==> config.mk <==
export PLATFORM = sky130hd
export DESIGN_NAME = sprite_row_streamer_flat
export DESIGN_NICKNAME = d
export VERILOG_FILES = /design/src/rtl/sprite_pkg.sv /design/src/rtl/sprite_row_streamer_if.sv /design/src/rtl/sprite_rom.sv /design/src/rtl/sprite_row_streamer.sv /design/src/flat_wrapper.sv
export SDC_FILE = /design/constraint.sdc
export NUM_CORES = 1
export LEC_CHECK = 0
export ABC_CLOCK_PERIOD_IN_PS = 1800
export CORE_MARGIN = 1
export CORE_UTILIZATION = 35
export CTS_CLUSTER_SIZE = 10
export DETAILED_ROUTE_END_ITERATION = 10
export SYNTH_ARGS = -nofsm -noshare
export SYNTH_HDL_FRONTEND = slang
export SYNTH_HIERARCHICAL = 1
export SYNTH_SLANG_ARGS = --single-unit
export TNS_END_PERCENT = 10
==> constraint.sdc <==
create_clock -name clock -period 1.8 [get_ports clock]
set_input_delay 0.54 -clock clock [delete_from_list [all_inputs] [get_ports clock]]
set_output_delay 0.54 -clock clock [all_outputs]
set_load 0.02 [all_outputs]
==> src/rtl/sprite_pkg.sv <==
// Shared types and defaults for the sprite row streamer slice.
package sprite_pkg;

    // Default sprite geometry used by the streamer, its interface and the ROM.
    localparam int DEF_NUM_SPRITES = 4;
    localparam int DEF_SPR_W       = 16;
    localparam int DEF_SPR_H       = 12;
    localparam int DEF_COLOR_W     = 3;

    // Streamer control states.
    typedef enum logic [1:0] {
        IDLE   = 2'd0,
        PRIME  = 2'd1,
        STREAM = 2'd2
    } state_e;

    // Bits needed to index 'value' items; never less than one bit.
    function automatic int clog2(input int value);
        int bits;
        int rem;
        bits = 0;
        rem  = value - 1;
        while (rem > 0) begin
            bits = bits + 1;
            rem  = rem >> 1;
        end
        return (bits == 0) ? 1 : bits;
    endfunction

endpackage

==> src/rtl/sprite_row_streamer_if.sv <==
// Request and pixel-stream bundle between the object scheduler, the streamer and the line-buffer writer.
interface sprite_row_streamer_if
    import sprite_pkg::*;
#(
    parameter int NUM_SPRITES = DEF_NUM_SPRITES,
    parameter int SPR_W       = DEF_SPR_W,
    parameter int SPR_H       = DEF_SPR_H,
    parameter int COLOR_W     = DEF_COLOR_W
) ();

    localparam int ID_W  = clog2(NUM_SPRITES);
    localparam int ROW_W = clog2(SPR_H);
    localparam int COL_W = clog2(SPR_W);

    logic               start;
    logic [ID_W-1:0]    sprite_id;
    logic [ROW_W-1:0]   row;
    logic               flip_h;
    logic               flip_v;
    logic               busy;
    logic               err;
    logic               pix_valid;
    logic               pix_ready;
    logic [COLOR_W-1:0] pix_color;
    logic               pix_opaque;
    logic [COL_W-1:0]   pix_col;
    logic               pix_last;
    logic               done;

    // Requester / consumer side.
    modport master (
        output start, sprite_id, row, flip_h, flip_v, pix_ready,
        input  busy, err, pix_valid, pix_color, pix_opaque, pix_col, pix_last, done
    );

    // Streamer side.
    modport slave (
        input  start, sprite_id, row, flip_h, flip_v, pix_ready,
        output busy, err, pix_valid, pix_color, pix_opaque, pix_col, pix_last, done
    );

endinterface

==> src/rtl/sprite_rom.sv <==
// Synchronous sprite ROM, one read per enabled clock, output held while the enable is low.
// The image is produced by a built-in deterministic pattern so the block needs no memory file;
// an empty INIT_FILE name yields a blank (all-zero) image.
module sprite_rom
    import sprite_pkg::*;
#(
    parameter int    DEPTH     = DEF_NUM_SPRITES * DEF_SPR_W * DEF_SPR_H,
    parameter int    WIDTH     = DEF_COLOR_W,
    parameter string INIT_FILE = "sprite.mif",
    parameter int    ADDR_W    = clog2(DEPTH)
) (
    input  logic              clock,
    input  logic              clken,
    input  logic [ADDR_W-1:0] address,
    output logic [WIDTH-1:0]  q
);

    localparam bit HAS_IMAGE = (INIT_FILE != "");

    logic [ADDR_W-1:0] mix;
    logic [WIDTH-1:0]  data_d;
    logic [WIDTH-1:0]  data_q;

    // Image pattern: low address bits folded with the bits four places up.
    always_comb begin
        mix    = address ^ (address >> 4);
        data_d = HAS_IMAGE ? WIDTH'(mix) : '0;
    end

    // Read register; keeps its word whenever the consumer stalls.
    always_ff @(posedge clock) begin
        if (clken) begin
            data_q <= data_d;
        end
    end

    assign q = data_q;

endmodule

==> src/rtl/sprite_row_streamer.sv <==
// Streams one sprite row, one pixel per clock, with optional mirroring and a transparency flag.
module sprite_row_streamer
    import sprite_pkg::*;
#(
    parameter int    NUM_SPRITES = DEF_NUM_SPRITES,
    parameter int    SPR_W       = DEF_SPR_W,
    parameter int    SPR_H       = DEF_SPR_H,
    parameter int    COLOR_W     = DEF_COLOR_W,
    parameter int    TRANSP_CODE = 0,
    parameter string INIT_FILE   = "sprite.mif"
) (
    input logic                   clock,
    input logic                   reset,
    sprite_row_streamer_if.slave  bus
);

    localparam int ID_W   = clog2(NUM_SPRITES);
    localparam int ROW_W  = clog2(SPR_H);
    localparam int COL_W  = clog2(SPR_W);
    localparam int DEPTH  = NUM_SPRITES * SPR_W * SPR_H;
    localparam int ADDR_W = clog2(DEPTH);

    localparam logic [COL_W-1:0] LAST_COL = COL_W'(SPR_W - 1);
    localparam logic [ROW_W-1:0] LAST_ROW = ROW_W'(SPR_H - 1);

    state_e             state_q, state_d;
    logic [ID_W-1:0]    id_q, id_d;
    logic [ROW_W-1:0]   row_q, row_d;
    logic               flip_h_q, flip_h_d;
    logic               flip_v_q, flip_v_d;
    logic [COL_W-1:0]   col_q, col_d;
    logic               done_q, done_d;
    logic               err_q, err_d;

    logic               id_ok;
    logic               row_ok;
    logic               handshake;
    logic               rom_ce;
    logic [COL_W-1:0]   col_e;
    logic [ROW_W-1:0]   row_e;
    logic [ADDR_W-1:0]  rom_addr;
    logic [COLOR_W-1:0] rom_q;

    // A port that can only carry legal values needs no range comparison.
    if (NUM_SPRITES == (1 << ID_W)) begin : g_id_full
        assign id_ok = 1'b1;
    end else begin : g_id_check
        assign id_ok = (32'(bus.sprite_id) < NUM_SPRITES);
    end

    if (SPR_H == (1 << ROW_W)) begin : g_row_full
        assign row_ok = 1'b1;
    end else begin : g_row_check
        assign row_ok = (32'(bus.row) < SPR_H);
    end

    assign handshake = (state_q == STREAM) && bus.pix_ready;

    // State and request registers; reset discards any row in flight.
    always_ff @(posedge clock or posedge reset) begin
        if (reset) begin
            state_q  <= IDLE;
            id_q     <= '0;
            row_q    <= '0;
            flip_h_q <= 1'b0;
            flip_v_q <= 1'b0;
            col_q    <= '0;
            done_q   <= 1'b0;
            err_q    <= 1'b0;
        end else begin
            state_q  <= state_d;
            id_q     <= id_d;
            row_q    <= row_d;
            flip_h_q <= flip_h_d;
            flip_v_q <= flip_v_d;
            col_q    <= col_d;
            done_q   <= done_d;
            err_q    <= err_d;
        end
    end

    // Next state: accept legal requests while idle, step the column on every accepted pixel.
    always_comb begin
        state_d  = state_q;
        id_d     = id_q;
        row_d    = row_q;
        flip_h_d = flip_h_q;
        flip_v_d = flip_v_q;
        col_d    = col_q;
        done_d   = 1'b0;
        err_d    = 1'b0;
        case (state_q)
            IDLE: begin
                if (bus.start) begin
                    if (id_ok && row_ok) begin
                        id_d     = bus.sprite_id;
                        row_d    = bus.row;
                        flip_h_d = bus.flip_h;
                        flip_v_d = bus.flip_v;
                        col_d    = '0;
                        state_d  = PRIME;
                    end else begin
                        err_d = 1'b1;
                    end
                end
            end
            PRIME: begin
                state_d = STREAM;
            end
            STREAM: begin
                if (handshake) begin
                    if (col_q == LAST_COL) begin
                        state_d = IDLE;
                        done_d  = 1'b1;
                    end else begin
                        col_d = col_q + 1'b1;
                    end
                end
            end
            default: begin
                state_d = IDLE;
            end
        endcase
    end

    // ROM read of the column about to be shown; address math kept at 32 bits until the end.
    always_comb begin
        col_e    = flip_h_q ? (LAST_COL - col_d) : col_d;
        row_e    = flip_v_q ? (LAST_ROW - row_q) : row_q;
        rom_addr = ADDR_W'(32'(id_q) * 32'(SPR_W * SPR_H) + 32'(row_e) * 32'(SPR_W) + 32'(col_e));
        rom_ce   = (state_q == PRIME) || handshake;
    end

    // Outputs decoded from the registered state and the ROM word.
    always_comb begin
        bus.busy       = (state_q != IDLE);
        bus.pix_valid  = (state_q == STREAM);
        bus.pix_last   = (state_q == STREAM) && (col_q == LAST_COL);
        bus.pix_col    = col_q;
        bus.pix_color  = rom_q;
        bus.pix_opaque = (rom_q != COLOR_W'(TRANSP_CODE));
        bus.done       = done_q;
        bus.err        = err_q;
    end

    sprite_rom #(
        .DEPTH     (DEPTH),
        .WIDTH     (COLOR_W),
        .INIT_FILE (INIT_FILE),
        .ADDR_W    (ADDR_W)
    ) u_rom (
        .clock   (clock),
        .clken   (rom_ce),
        .address (rom_addr),
        .q       (rom_q)
    );

endmodule

==> src/flat_wrapper.sv <==
// flat-port wrapper written by rule: the top's interface ports become plain ports
module sprite_row_streamer_flat import sprite_pkg::*;
#(
    parameter int    NUM_SPRITES = DEF_NUM_SPRITES,
    parameter int    SPR_W       = DEF_SPR_W,
    parameter int    SPR_H       = DEF_SPR_H,
    parameter int    COLOR_W     = DEF_COLOR_W,
    parameter int    TRANSP_CODE = 0,
    parameter string INIT_FILE   = "          "
)
  (clock, reset, bus_start, bus_sprite_id, bus_row, bus_flip_h, bus_flip_v, bus_pix_ready, bus_busy, bus_err, bus_pix_valid, bus_pix_color, bus_pix_opaque, bus_pix_col, bus_pix_last, bus_done);
  sprite_row_streamer_if #(.NUM_SPRITES(NUM_SPRITES), .SPR_W(SPR_W), .SPR_H(SPR_H), .COLOR_W(COLOR_W)) bus_i ();
  input logic clock;
  input logic reset;
  input wire logic [$bits(bus_i.start)-1:0] bus_start;
  input wire logic [$bits(bus_i.sprite_id)-1:0] bus_sprite_id;
  input wire logic [$bits(bus_i.row)-1:0] bus_row;
  input wire logic [$bits(bus_i.flip_h)-1:0] bus_flip_h;
  input wire logic [$bits(bus_i.flip_v)-1:0] bus_flip_v;
  input wire logic [$bits(bus_i.pix_ready)-1:0] bus_pix_ready;
  output wire logic [$bits(bus_i.busy)-1:0] bus_busy;
  output wire logic [$bits(bus_i.err)-1:0] bus_err;
  output wire logic [$bits(bus_i.pix_valid)-1:0] bus_pix_valid;
  output wire logic [$bits(bus_i.pix_color)-1:0] bus_pix_color;
  output wire logic [$bits(bus_i.pix_opaque)-1:0] bus_pix_opaque;
  output wire logic [$bits(bus_i.pix_col)-1:0] bus_pix_col;
  output wire logic [$bits(bus_i.pix_last)-1:0] bus_pix_last;
  output wire logic [$bits(bus_i.done)-1:0] bus_done;
  assign bus_i.start = bus_start;
  assign bus_i.sprite_id = bus_sprite_id;
  assign bus_i.row = bus_row;
  assign bus_i.flip_h = bus_flip_h;
  assign bus_i.flip_v = bus_flip_v;
  assign bus_i.pix_ready = bus_pix_ready;
  assign bus_busy = bus_i.busy;
  assign bus_err = bus_i.err;
  assign bus_pix_valid = bus_i.pix_valid;
  assign bus_pix_color = bus_i.pix_color;
  assign bus_pix_opaque = bus_i.pix_opaque;
  assign bus_pix_col = bus_i.pix_col;
  assign bus_pix_last = bus_i.pix_last;
  assign bus_done = bus_i.done;
  sprite_row_streamer #(.NUM_SPRITES(NUM_SPRITES), .SPR_W(SPR_W), .SPR_H(SPR_H), .COLOR_W(COLOR_W), .TRANSP_CODE(TRANSP_CODE), .INIT_FILE(INIT_FILE)) u_core (.clock(clock), .reset(reset), .bus(bus_i));
endmodule
==> results by group <==
Worst hold path
  • WHS Endpoint: u_core/row_q[2]
  • Hold depth: 2
  • Hold Crit Start: u_core/row_q[2]
  • Hold Crit Class: flip-flop to flip-flop

Logic synthesis
  • Mean Syn Cell Area: 11.51 um^2
  • Synth Instances: 74
  • Net count after synthesis: 88
  • Syn. warnings: 6
  • Mapped Area: 852.1 um^2

GRT
  • GRT Util Overall: 0.1560
  • Vias in the first global route: 636
  • Gr ovfl total: 0
  • Met1 Use GR: 0.1910
  • Pin count of the biggest net entering global routing: 15
  • First-pass GRT wire length: 2.849 mm
  • GRT Max-Usage Layer: met2
  • Antenna violations before repair: 0
  • Met2 usage: 0.2478
  • GR Util met3: 0.02679

Worst setup path
  • Worst endpoint data arrival time: 1.85 ns
  • Worst r2r src: u_core/state_q[0]
  • Reg-to-reg slack, setup: 0.004 ns
  • Crit Path Max Fanout: 4
  • CP Launch Point: u_core/state_q[0]
  • CP Launch Type: flip-flop
  • Worst EP required: 1.86 ns
  • Worst Reg2Reg Path Length in Cells: 6
  • Critical path type: flip-flop to flip-flop
  • Reg-to-reg critical path endpoint: u_core/u_rom/q[0]
  • CP endpoint kind: flip-flop

Timing
  • Tcrit/Tclk final: 0.9977
  • Max Clk Rate: 556.9 MHz
  • RSZ-0062 raised after global routing: true
  • Endpoints failing hold: 0
  • Fin. max-slew vios: 0
  • Skew final: 0.003317 ns
  • Tightest Pin Transition: 0.3508 ns
  • Slew HR: 0.7628
  • Setup TNS Final: 0 ns
  • Endpoints failing setup: 0
  • Setup ws final: 0.004197 ns
  • Crit path time final: 1.796 ns

Power and ir drop
  • Leakage: 0.6318 nW
  • VDD IR max: 880.5 uV
  • Final Power: 0.001924 W
  • PwrDens: 1517 nW/um^2

Routing
  • DRC Markers: 0
  • Post-Route WL: 1.734 mm
  • Antenna viol nets, final: 0
  • Wire length per cell: 12.21 um
  • DR vias/cell: 4.711
  • Via count: 669
  • Drt pass-1 iters: 4
  • DRT iter0 DRCs: 17

Layout
  • Layout cell share with drive strength beyond 1: 0.3684
  • Highest-count cells in the layout ignoring fill and taps: buf_4 (14), dfrtp_1 (13)
  • Most common cell after layout, fill and taps aside: buf_4
  • ANT cells: 0
  • Synth-to-Final Area Change: 48.90%
  • Net count, final: 129
  • Fin cells: 142
  • # fillers: 220

Clocking
  • Clock sinks: 17
  • Hold buffers post-CTS: 0
  • H-tree Lvls: 1
  • Root buffer selected by CTS: clkbuf_4
  • CTS Buf Count: 3
  • Post-CTS Setup Repair Bufs: 0
  • Reg clk slew, reported paths: 0.10 ns
  • Clock buffer depth: 2
  • Worst skew pair latency: 0.30 ns
  • CTS tree: done

Floorplanning
  • Core area: 2255 um^2
  • Rows: 17
  • Initial Util: 0.3779
  • Number of I/O pins: 25
  • Chip height: 51.34 um
  • Die ar.: 2636 um^2
  • Die width: 51.34 um

Placement
  • Final HPWL DP: 1.323 mm
  • Dpl cells: 138
  • Pre-CTS worst setup slack: -0.4471 ns
  • Placer Congestion: 0.7988
  • Buffers added on ports: 23

Status
  • Status: finished, final reports clean

Flow run
  • Max-cap check violation count: 0
-- state kept, by name, indices dropped and copies added, names as in the netlist --
register            count
u_core/bus.pix_col      4
u_core/row_q            3
u_core/u_rom/q          3
u_core/state_q          2
u_core/bus.done         1
u_core/bus.err          1
u_core/flip_h_q         1
u_core/flip_v_q         1
u_core/id_q             1
-- area by class of cell --
cell class / count / area (um^2) / area share
clock buffers: 3 / 22.52 / 0.01775
multi-input cells: 51 / 419.2 / 0.3304
well taps: 28 / 35.03 / 0.02761
flip-flops and latches: 17 / 441.7 / 0.3481
inverters: 4 / 15.01 / 0.01183
clock inverters: 1 / 5.005 / 0.003945
repair buffers: 38 / 330.3 / 0.2604
-- report_power, final --
part | switching, W | internal, W
clock network | 0.000128 | 0.0000828
registers | 0.000104 | 0.000597
logic | 0.000522 | 0.000491
total | 0.000754 | 0.00117
-- how the worst max path moves through the flow --
| stage | slack [ns] | cells after the start | endpoint |
|---|---|---|---|
| 2_1_floorplan | 0.009 | 6 | u_core/u_rom/q[0] |
| 3_3_place_gp | -0.44 | 6 | u_core/u_rom/q[0] |
| 3_5_place_dp | -0.45 | 6 | u_core/u_rom/q[0] |
| 4_1_cts | -0.14 | 4 | bus_pix_last |
| 5_1_grt | -0.05 | 6 | u_core/u_rom/q[0] |
| 6_report | 0.004 | 6 | u_core/u_rom/q[0] |
-- per-layer routing --
layer,wire length (um),vias to the layer above,part of all wire
met5,0,-,0
met4,36,0,0.021
met3,66,4,0.038
met2,896,17,0.52
met1,734,316,0.42
li1,-,332,-
-- worst max-delay path, stage by stage (launching register included) --
cell     delay [ns]
dfrtp_1        0.41
buf_6          0.12
or3b_4         0.42
o21ai_4        0.18
mux2i_4        0.09
xor2_1         0.17
xor2_1         0.16
-- stage by stage --
stage                     hold WS, ns    util  instance area (um^2)
after floorplan                0.4292       -                 853.3
after global placement         0.4930  0.5394                  1216
after detailed placement       0.4921  0.5394                  1216
after CTS                      0.5158  0.5477                  1235
after global routing           0.5437  0.5627                  1269
final                          0.5074  0.5627                  1269
-- repair_timing --
| item | CTS | global route |
|---|---|---|
| endpoints found under the hold margin | 0 | 0 |
| pin swaps | 0 | 4 |
| resized for setup | 20 | 18 |
| endpoints found under the setup margin | 18 | 13 |
| cloned | 0 | 0 |
Power figures use the tool's default switching activity.
